<file path="src/rtl/fifo_wr_arbiter_if.sv">
// Bundle of the requester-side and FIFO-write-side signals around the arbiter.
// The slave modport is the arbiter's view; master is the view of whatever drives it.
interface fifo_wr_arbiter_if #(
    parameter int B = 8,
    parameter int N = 4
);
    localparam int IW = $clog2(N);

    logic [N-1:0]   req;
    logic [N*B-1:0] req_data;
    logic           fifo_full;
    logic           fifo_wr;
    logic [B-1:0]   fifo_w_data;
    logic [N-1:0]   gnt;
    logic           busy;
    logic [IW-1:0]  cur_owner;

    modport master (
        output req, req_data, fifo_full,
        input  fifo_wr, fifo_w_data, gnt, busy, cur_owner
    );

    modport slave (
        input  req, req_data, fifo_full,
        output fifo_wr, fifo_w_data, gnt, busy, cur_owner
    );
endinterface

</file>
<file path="src/rtl/fifo_wr_arbiter.sv">
// Round-robin arbiter sharing one FIFO write port among N requesters.
// Bursts of up to BURST words per grant; hand-offs happen without a bubble.
module fifo_wr_arbiter #(
    parameter int B     = 8,
    parameter int N     = 4,
    parameter int BURST = 4
) (
    input logic               clk,
    input logic               reset,
    fifo_wr_arbiter_if.slave  bus
);
    localparam int IW = $clog2(N);
    localparam int CW = $clog2(BURST) + 1;

    typedef enum logic {IDLE, GRANT} state_t;

    state_t        state;
    logic [IW-1:0] owner;
    logic [IW-1:0] last;
    logic [CW-1:0] cnt;

    logic          owner_req;
    logic          write_ok;
    logic          burst_end;
    logic          release_now;
    logic [N-1:0]  rel_req;
    logic [IW:0]   idle_pick;
    logic [IW:0]   rel_pick;

    // Scan base+1, base+2, ... wrapping, ending at base itself; returns {found, index}.
    function automatic logic [IW:0] rr_pick(input logic [IW-1:0] base, input logic [N-1:0] r);
        logic          found;
        logic [IW-1:0] idx;
        int            k;
        found = 1'b0;
        idx   = '0;
        for (int i = 1; i <= N; i++) begin
            k = (int'(base) + i) % N;
            if (!found && r[k]) begin
                found = 1'b1;
                idx   = IW'(k);
            end
        end
        return {found, idx};
    endfunction

    assign owner_req   = bus.req[owner];
    assign write_ok    = (state == GRANT) && owner_req && !bus.fifo_full;
    assign burst_end   = (cnt == CW'(BURST - 1));
    assign release_now = (state == GRANT) && (!owner_req || (write_ok && burst_end));
    // An owner that dropped req must not win its own re-arbitration.
    assign rel_req     = owner_req ? bus.req : (bus.req & ~(N'(1) << owner));
    assign idle_pick   = rr_pick(last, bus.req);
    assign rel_pick    = rr_pick(owner, rel_req);

    assign bus.fifo_wr     = write_ok && !reset;
    assign bus.gnt         = bus.fifo_wr ? (N'(1) << owner) : '0;
    assign bus.fifo_w_data = bus.fifo_wr ? bus.req_data[int'(owner)*B +: B] : '0;
    assign bus.busy        = (state == GRANT) && !reset;
    assign bus.cur_owner   = reset ? '0 : owner;

    always_ff @(posedge clk) begin
        if (reset) begin
            state <= IDLE;
            owner <= '0;
            last  <= IW'(N - 1);
            cnt   <= '0;
        end else begin
            case (state)
                IDLE: begin
                    if (idle_pick[IW]) begin
                        owner <= idle_pick[IW-1:0];
                        cnt   <= '0;
                        state <= GRANT;
                    end
                end
                GRANT: begin
                    if (release_now) begin
                        last <= owner;
                        if (rel_pick[IW]) begin
                            owner <= rel_pick[IW-1:0];
                            cnt   <= '0;
                        end else begin
                            state <= IDLE;
                        end
                    end else if (write_ok) begin
                        cnt <= cnt + CW'(1);
                    end
                end
                default: state <= IDLE;
            endcase
        end
    end
endmodule

</file>
<file path="src/flat_wrapper.sv">
// flat-port wrapper written by rule: the top's interface ports become plain ports
module fifo_wr_arbiter_flat 
#(
    parameter int B     = 8,
    parameter int N     = 4,
    parameter int BURST = 4
)
  (clk, reset, bus_req, bus_req_data, bus_fifo_full, bus_fifo_wr, bus_fifo_w_data, bus_gnt, bus_busy, bus_cur_owner);
  fifo_wr_arbiter_if #(.B(B), .N(N)) bus_i ();
  input logic clk;
  input logic reset;
  input wire logic [$bits(bus_i.req)-1:0] bus_req;
  input wire logic [$bits(bus_i.req_data)-1:0] bus_req_data;
  input wire logic [$bits(bus_i.fifo_full)-1:0] bus_fifo_full;
  output wire logic [$bits(bus_i.fifo_wr)-1:0] bus_fifo_wr;
  output wire logic [$bits(bus_i.fifo_w_data)-1:0] bus_fifo_w_data;
  output wire logic [$bits(bus_i.gnt)-1:0] bus_gnt;
  output wire logic [$bits(bus_i.busy)-1:0] bus_busy;
  output wire logic [$bits(bus_i.cur_owner)-1:0] bus_cur_owner;
  assign bus_i.req = bus_req;
  assign bus_i.req_data = bus_req_data;
  assign bus_i.fifo_full = bus_fifo_full;
  assign bus_fifo_wr = bus_i.fifo_wr;
  assign bus_fifo_w_data = bus_i.fifo_w_data;
  assign bus_gnt = bus_i.gnt;
  assign bus_busy = bus_i.busy;
  assign bus_cur_owner = bus_i.cur_owner;
  fifo_wr_arbiter #(.B(B), .N(N), .BURST(BURST)) u_core (.clk(clk), .reset(reset), .bus(bus_i));
endmodule
</file>
<file path="config.mk">
export PLATFORM = sky130hd
export DESIGN_NAME = fifo_wr_arbiter_flat
export DESIGN_NICKNAME = d
export VERILOG_FILES = /design/src/rtl/fifo_wr_arbiter_if.sv /design/src/rtl/fifo_wr_arbiter.sv /design/src/flat_wrapper.sv
export SDC_FILE = /design/constraint.sdc
export NUM_CORES = 1
export LEC_CHECK = 0
export ABC_CLOCK_PERIOD_IN_PS = 3900
export CAP_MARGIN = 20
export CORE_MARGIN = 2
export CORE_UTILIZATION = 47
export CTS_BUF_LIST = sky130_fd_sc_hd__clkbuf_2 sky130_fd_sc_hd__clkbuf_4 sky130_fd_sc_hd__clkbuf_8
export CTS_CLUSTER_SIZE = 40
export DETAILED_ROUTE_END_ITERATION = 12
export PLACE_DENSITY = 0.89
export SYNTH_ARGS = -nofsm -noshare
export SYNTH_HDL_FRONTEND = slang
export SYNTH_SLANG_ARGS = --single-unit
export TNS_END_PERCENT = 20
</file>
<file path="constraint.sdc">
create_clock -name clk -period 3.9 [get_ports clk]
set_input_delay 0.78 -clock clk [delete_from_list [all_inputs] [get_ports clk]]
set_output_delay 0.78 -clock clk [all_outputs]
set_load 0.05 [all_outputs]
</file>
* Word level (Yosys, flattened, before mapping)
Cells that the tools add are included.
Storage, ports and cells: register bits 8, input port bits 39, output and inout bits 16, word-level logic and storage cells 133
Cells by class: $add $sub $neg 9, magnitude comparators 9, equal/unequal tests 6, shift-type cells 2, multiplexer cells 59, bitwise gates (word level) 11, reduce and logical (&&, ||, !) cells 33
Operators with widths (count):
- $lt A3 B4 Y1 const B | 8
- $shiftx A32 B6 Y8 | 1
- $mux W1 | 28
- $mux W2 | 12
- $bmux W1 S2 | 9
- $reduce_or A2 Y1 | 8
- $logic_and A1 B1 Y1 | 12
- $mux W3 | 4
- $logic_not A1 Y1 | 9
- $add A2 B1 Y2 const B | 4
- $add A2 B2 Y2 const B | 4
- $and A1 B1 Y1 const A | 8
- $mux W4 | 2
- $mux W8 | 1
- $ne A3 B3 Y1 const B | 2
- $pmux W3 S2 | 1
- $reduce_and A3 Y1 | 2
- $and A4 B4 Y4 | 1
- $ne A2 B2 Y1 const B | 2
- $not A4 Y4 | 1
- $pmux W2 S2 | 1
- $shl A1 B2 Y4 const A | 1
- $add A3 B1 Y3 const B | 1
- $eq A3 B2 Y1 const B | 1
- 6 further kinds | 6

* Depth between registers and ports, before layout
depth in word-level cells 20, depth in mapped cells 9, mapped depth without buffers 8

* Least setup slack after synthesis
No wires, ideal clock.
path kind input-to-output, start point in bus_req[3], end point out bus_fifo_w_data[0], arrival 2.710 ns, data required time 3.120 ns, setup slack 0.410 ns, cell stages on the path 6, path buffers 2, path through buf_6 > mux4_2 > and2_1 > nor3b_1 > clkbuf_1 > and2_1
Between the ends: longest elaborated chain between the ends 6
Ends and longest elaborated chain:
- start, declared | RTL line flat_wrapper.sv:12 | input wire logic [$bits(bus_i.req)-1:0] bus_req;
- $bmux W1 S2 | RTL line fifo_wr_arbiter.sv:47 | assign owner_req = bus.req[owner];
- $mux W1 (not written as such) | RTL line fifo_wr_arbiter.sv:47
- $logic_and A1 B1 Y1 (2 in series) | RTL line fifo_wr_arbiter.sv:48 | assign write_ok = (state == GRANT) && owner_req && !bus.fifo_full;
- $logic_and A1 B1 Y1 | RTL line fifo_wr_arbiter.sv:56 | assign bus.fifo_wr = write_ok && !reset;
- via bus_fifo_wr | RTL line flat_wrapper.sv:15 | output wire logic [$bits(bus_i.fifo_wr)-1:0] bus_fifo_wr;
- $mux W8 | RTL line fifo_wr_arbiter.sv:58 | assign bus.fifo_w_data = bus.fifo_wr ? bus.req_data[int'(owner)*B +: B] : '0;
- end, declared | RTL line flat_wrapper.sv:16 | output wire logic [$bits(bus_i.fifo_w_data)-1:0] bus_fifo_w_data;
The timed path passes the listed nets, and every way through them passes these cells. The select of a mux whose other input is x is not followed.

* Final worst setup path
start point in bus_req[2], end point out bus_fifo_w_data[1]
Between the ends: longest elaborated chain between the ends 6
Ends and longest elaborated chain (RTL line):
- $bmux W1 S2 | fifo_wr_arbiter.sv:47
- $mux W1 (not written as such) | fifo_wr_arbiter.sv:47
- $logic_and A1 B1 Y1 (2 in series) | fifo_wr_arbiter.sv:48
- $logic_and A1 B1 Y1 | fifo_wr_arbiter.sv:56
- $mux W8 | fifo_wr_arbiter.sv:58
No other way between the ends. The select of a mux whose other input is x is not followed.

==> results.py <==
metrics = {
    "run_status": {
        "outcome": "finished, final reports clean",
    },
    "sta": {
        "final_hold_viol_count": 0,
        "setup_viol": 0,
        "final.setup.worst_slack_ns": 0.459,
        "rsz0062_at_grt": "no",
        "fin_crit_ns": 3.44,
        "fin_skew_ns": 0.0108,
        "timing.fmax_mhz": 291,
        "hold_slack_ns": 0.499,
        "worst_pin_slew_ns": 0.669,
        "post-route-period-util_pct": 88.2,
        "maxSlewHeadroom_pct": 55.2,
        "setup_tns_ns": 0,
        "finalMaxSlewViolations": 0,
    },
    "yosys": {
        "syn_area_per_cell_sq_um": 9.12,
        "ys_types": 50,
        "yosys.area.top_type": "mux4_2",
        "ys_seq_elements": 8,
        "synth-seq-area-share_pct": 13.0,
        "synth.most_common_cell": "and2_1",
        "synth_top_flop_cell": "dfxtp_1",
        "synthesis.area_sq_um": 1230,
        "synth_commonest_cells": "and2_1 (13), a21oi_1 (11), mux4_2 (9)",
        "synth_top_area_share_pct": 16.5,
        "synthCells": 135,
        "synth_edf_count": 0,
        "ys_warn_count": 0,
        "async_flop_share_pct": 0,
        "yosys-top-cells-area": "mux4_2 (16%), dfxtp_1 (13%), and2_1 (6.6%)",
        "synth_nets": 180,
    },
    "grt": {
        "antenna_found_initial": 0,
        "track_usage_pct": 27.5,
        "grt_pass1_wl_mm": 6.05,
        "grt_max_degree": 23,
        "grt_overflow": 0,
        "grt_pass1_vias": 1383,
    },
    "min_path": {
        "hold_path_class": "flip-flop to flip-flop",
        "whs_endpoint": "u_core.cnt[2]$_SDFFE_PP0P_",
        "hold_depth": 2,
        "hold_start": "u_core.cnt[2]$_SDFFE_PP0P_",
    },
    "clock_tree": {
        "cts_resized": 0,
        "worstSkewPairLatency_ns": 0.25,
        "htreeDepth": 1,
        "ctsRootBufferMaster": "clkbuf_4",
        "cts_tree": "yes",
        "cts.sinks": 8,
        "clkTransAtPathRegs_ns": 0.06,
        "ctsHoldBuffers": 0,
        "cts_made_buffers": 3,
        "clk_path_buf_depth": 2,
        "post_cts_buffers": 0,
    },
    "job": {
        "drv_cap": 0,
    },
    "routing": {
        "wire_per_inst_um": 17.7,
        "drt-total-wl_mm": 3.90,
        "vias_per_cell": 6.16,
        "drc": 0,
        "vias": 1361,
        "drt-initial-drc-count": 32,
        "postRouteAntennaNets": 0,
        "drt_pre_antenna_iters": 5,
    },
    "finish": {
        "fin_util_pct": 78.9,
        "antenna_cells": 0,
        "fin_area_sq_um": 1960,
        "final_layout_size_suffix_gt1_share_pct": 25.7,
        "nets": 238,
        "area_growth_pct": 58.8,
    },
    "place": {
        "placed_area_sq_um": 1930,
        "pre_cts_ws_ns": 0.0260,
        "numPortBuffers": 54,
        "hpwl_mm": 3.21,
        "globalplace.congestion": 0.912,
    },
    "setup_path": {
        "cp-end-kind": "primary output",
        "cp-start-kind": "input port",
        "r2r-start": "u_core.owner[0]$_SDFFE_PP0P_",
        "cp_slowest_stage_delay_ns": 0.57,
        "worstSetupPathType": "input port to primary output",
        "reg2reg_setup_slack_ns": 1.32,
        "critical_path.slowest_cell": "nor3b_2",
        "path_common_cell": "and2_1",
        "reg2reg_to": "u_core.cnt[2]$_SDFFE_PP0P_",
        "crit_fanout": 13,
        "crit_chain": "clkdlybuf4s50_1 > mux4_2 > and2_1 > nor3b_2 > and2_1 > buf_12",
        "crit_arrival_ns": 2.66,
        "required_ns": 3.12,
        "worst_r2r_path_depth": 9,
    },
    "floorplanning": {
        "dieArea_sq_um": 3040,
        "initial_core_util_pct": 49.7,
        "rows": 18,
        "ioPinCount": 55,
        "fp.dieW_um": 55.2,
        "fp.dieH_um": 55.2,
        "design.core.area_sq_um": 2480,
    },
    "power_and_ir_drop": {
        "power_density_nw_per_um2": 442,
        "cellLeakagePower_nw": 0.744,
        "ir_worst_vdd_uv": 364,
    },
}
cells in the final DEF (no fill, tap or decap), drive strengths merged, types with 3 or more instances in the layout:
| cell | synthesis | routed |
|---|---|---|
| o21ai | 6 | 6 |
| inv | 6 | 6 |
| clkbuf | 2 | 3 |
| nor3b | 4 | 4 |
| a211o | 3 | 3 |
| a21oi | 12 | 12 |
| buf | 8 | 22 |
| nor2 | 7 | 7 |
| nor2b | 4 | 4 |
| dfxtp | 8 | 8 |
| or4 | 3 | 3 |
| mux4 | 10 | 10 |
| clkdlybuf4s50 | 0 | 41 |
| and2 | 14 | 14 |
| nand2 | 6 | 6 |
| ha | 6 | 6 |
flip-flops by register name (all words and copies together) (netlist names):
register and flops:
u_core.cnt 3, u_core.last 2, u_core.owner 2, u_core.state 1
logic make-up (layout without fill, tap and decap cells):
kind of cell / after synthesis / after routing / share of synthesized area, %
fa+ha+maj: 6 / 6 / 6.10
simple gates: 53 / 53 / 26.2
buf+inv: 16 / 72 / 8.23
mux: 14 / 14 / 22.4
flops: 8 / 8 / 13.0
compound gates: 38 / 38 / 24.1
where the power goes:
| part | total [mW] | internal (mW) | switching, mW |
|---|---|---|---|
| registers | 0.125 | 0.101 | 0.0239 |
| logic | 0.676 | 0.329 | 0.346 |
| clock network | 0.0635 | 0.0352 | 0.0283 |
metrics by stage:
step | cells | total power, mW
finish | 221 | 0.865
global route | 221 | 0.925
CTS | 221 | 0.862
detailed placement | 218 | 0.796
global placement | 218 | 0.772
floorplan | 135 | 0.614
worst max-delay path by stage:
stage	start	endpoint	slack [ns]
3_3_place_gp	bus_req[2]	bus_fifo_w_data[0]	0.10
5_1_grt	bus_req[2]	bus_fifo_w_data[1]	0.24
2_1_floorplan	bus_req[3]	bus_fifo_w_data[0]	0.41
4_1_cts	bus_req[2]	bus_fifo_w_data[1]	0.02
3_5_place_dp	bus_req[2]	bus_fifo_w_data[1]	0.03
6_report	bus_req[2]	bus_fifo_w_data[1]	0.46
critical path: cells and delay by family:
kind / cells / cell delay, ns
buffers and inverters: 2 / 0.63
multiplexers: 1 / 0.26
AND/OR/NAND/NOR: 3 / 0.99
metal layers:
layer	track usage (%)	up-vias	routed length, um
met2	50.4	89	1840
met4	11.0	0	94
li1	-	626	-
met1	28.4	630	1390
met3	9.41	16	574
met5	0	-	0
final cells by class:
class,count,area [sq um]
sequential,8,160
timing repair buffer,63,738
tap,30,37.5
clock buffer,3,22.5
multi-input combinational,111,975
fill,162,522
inverter,6,22.5
No activity file was read; power rests on OpenSTA's default activity.
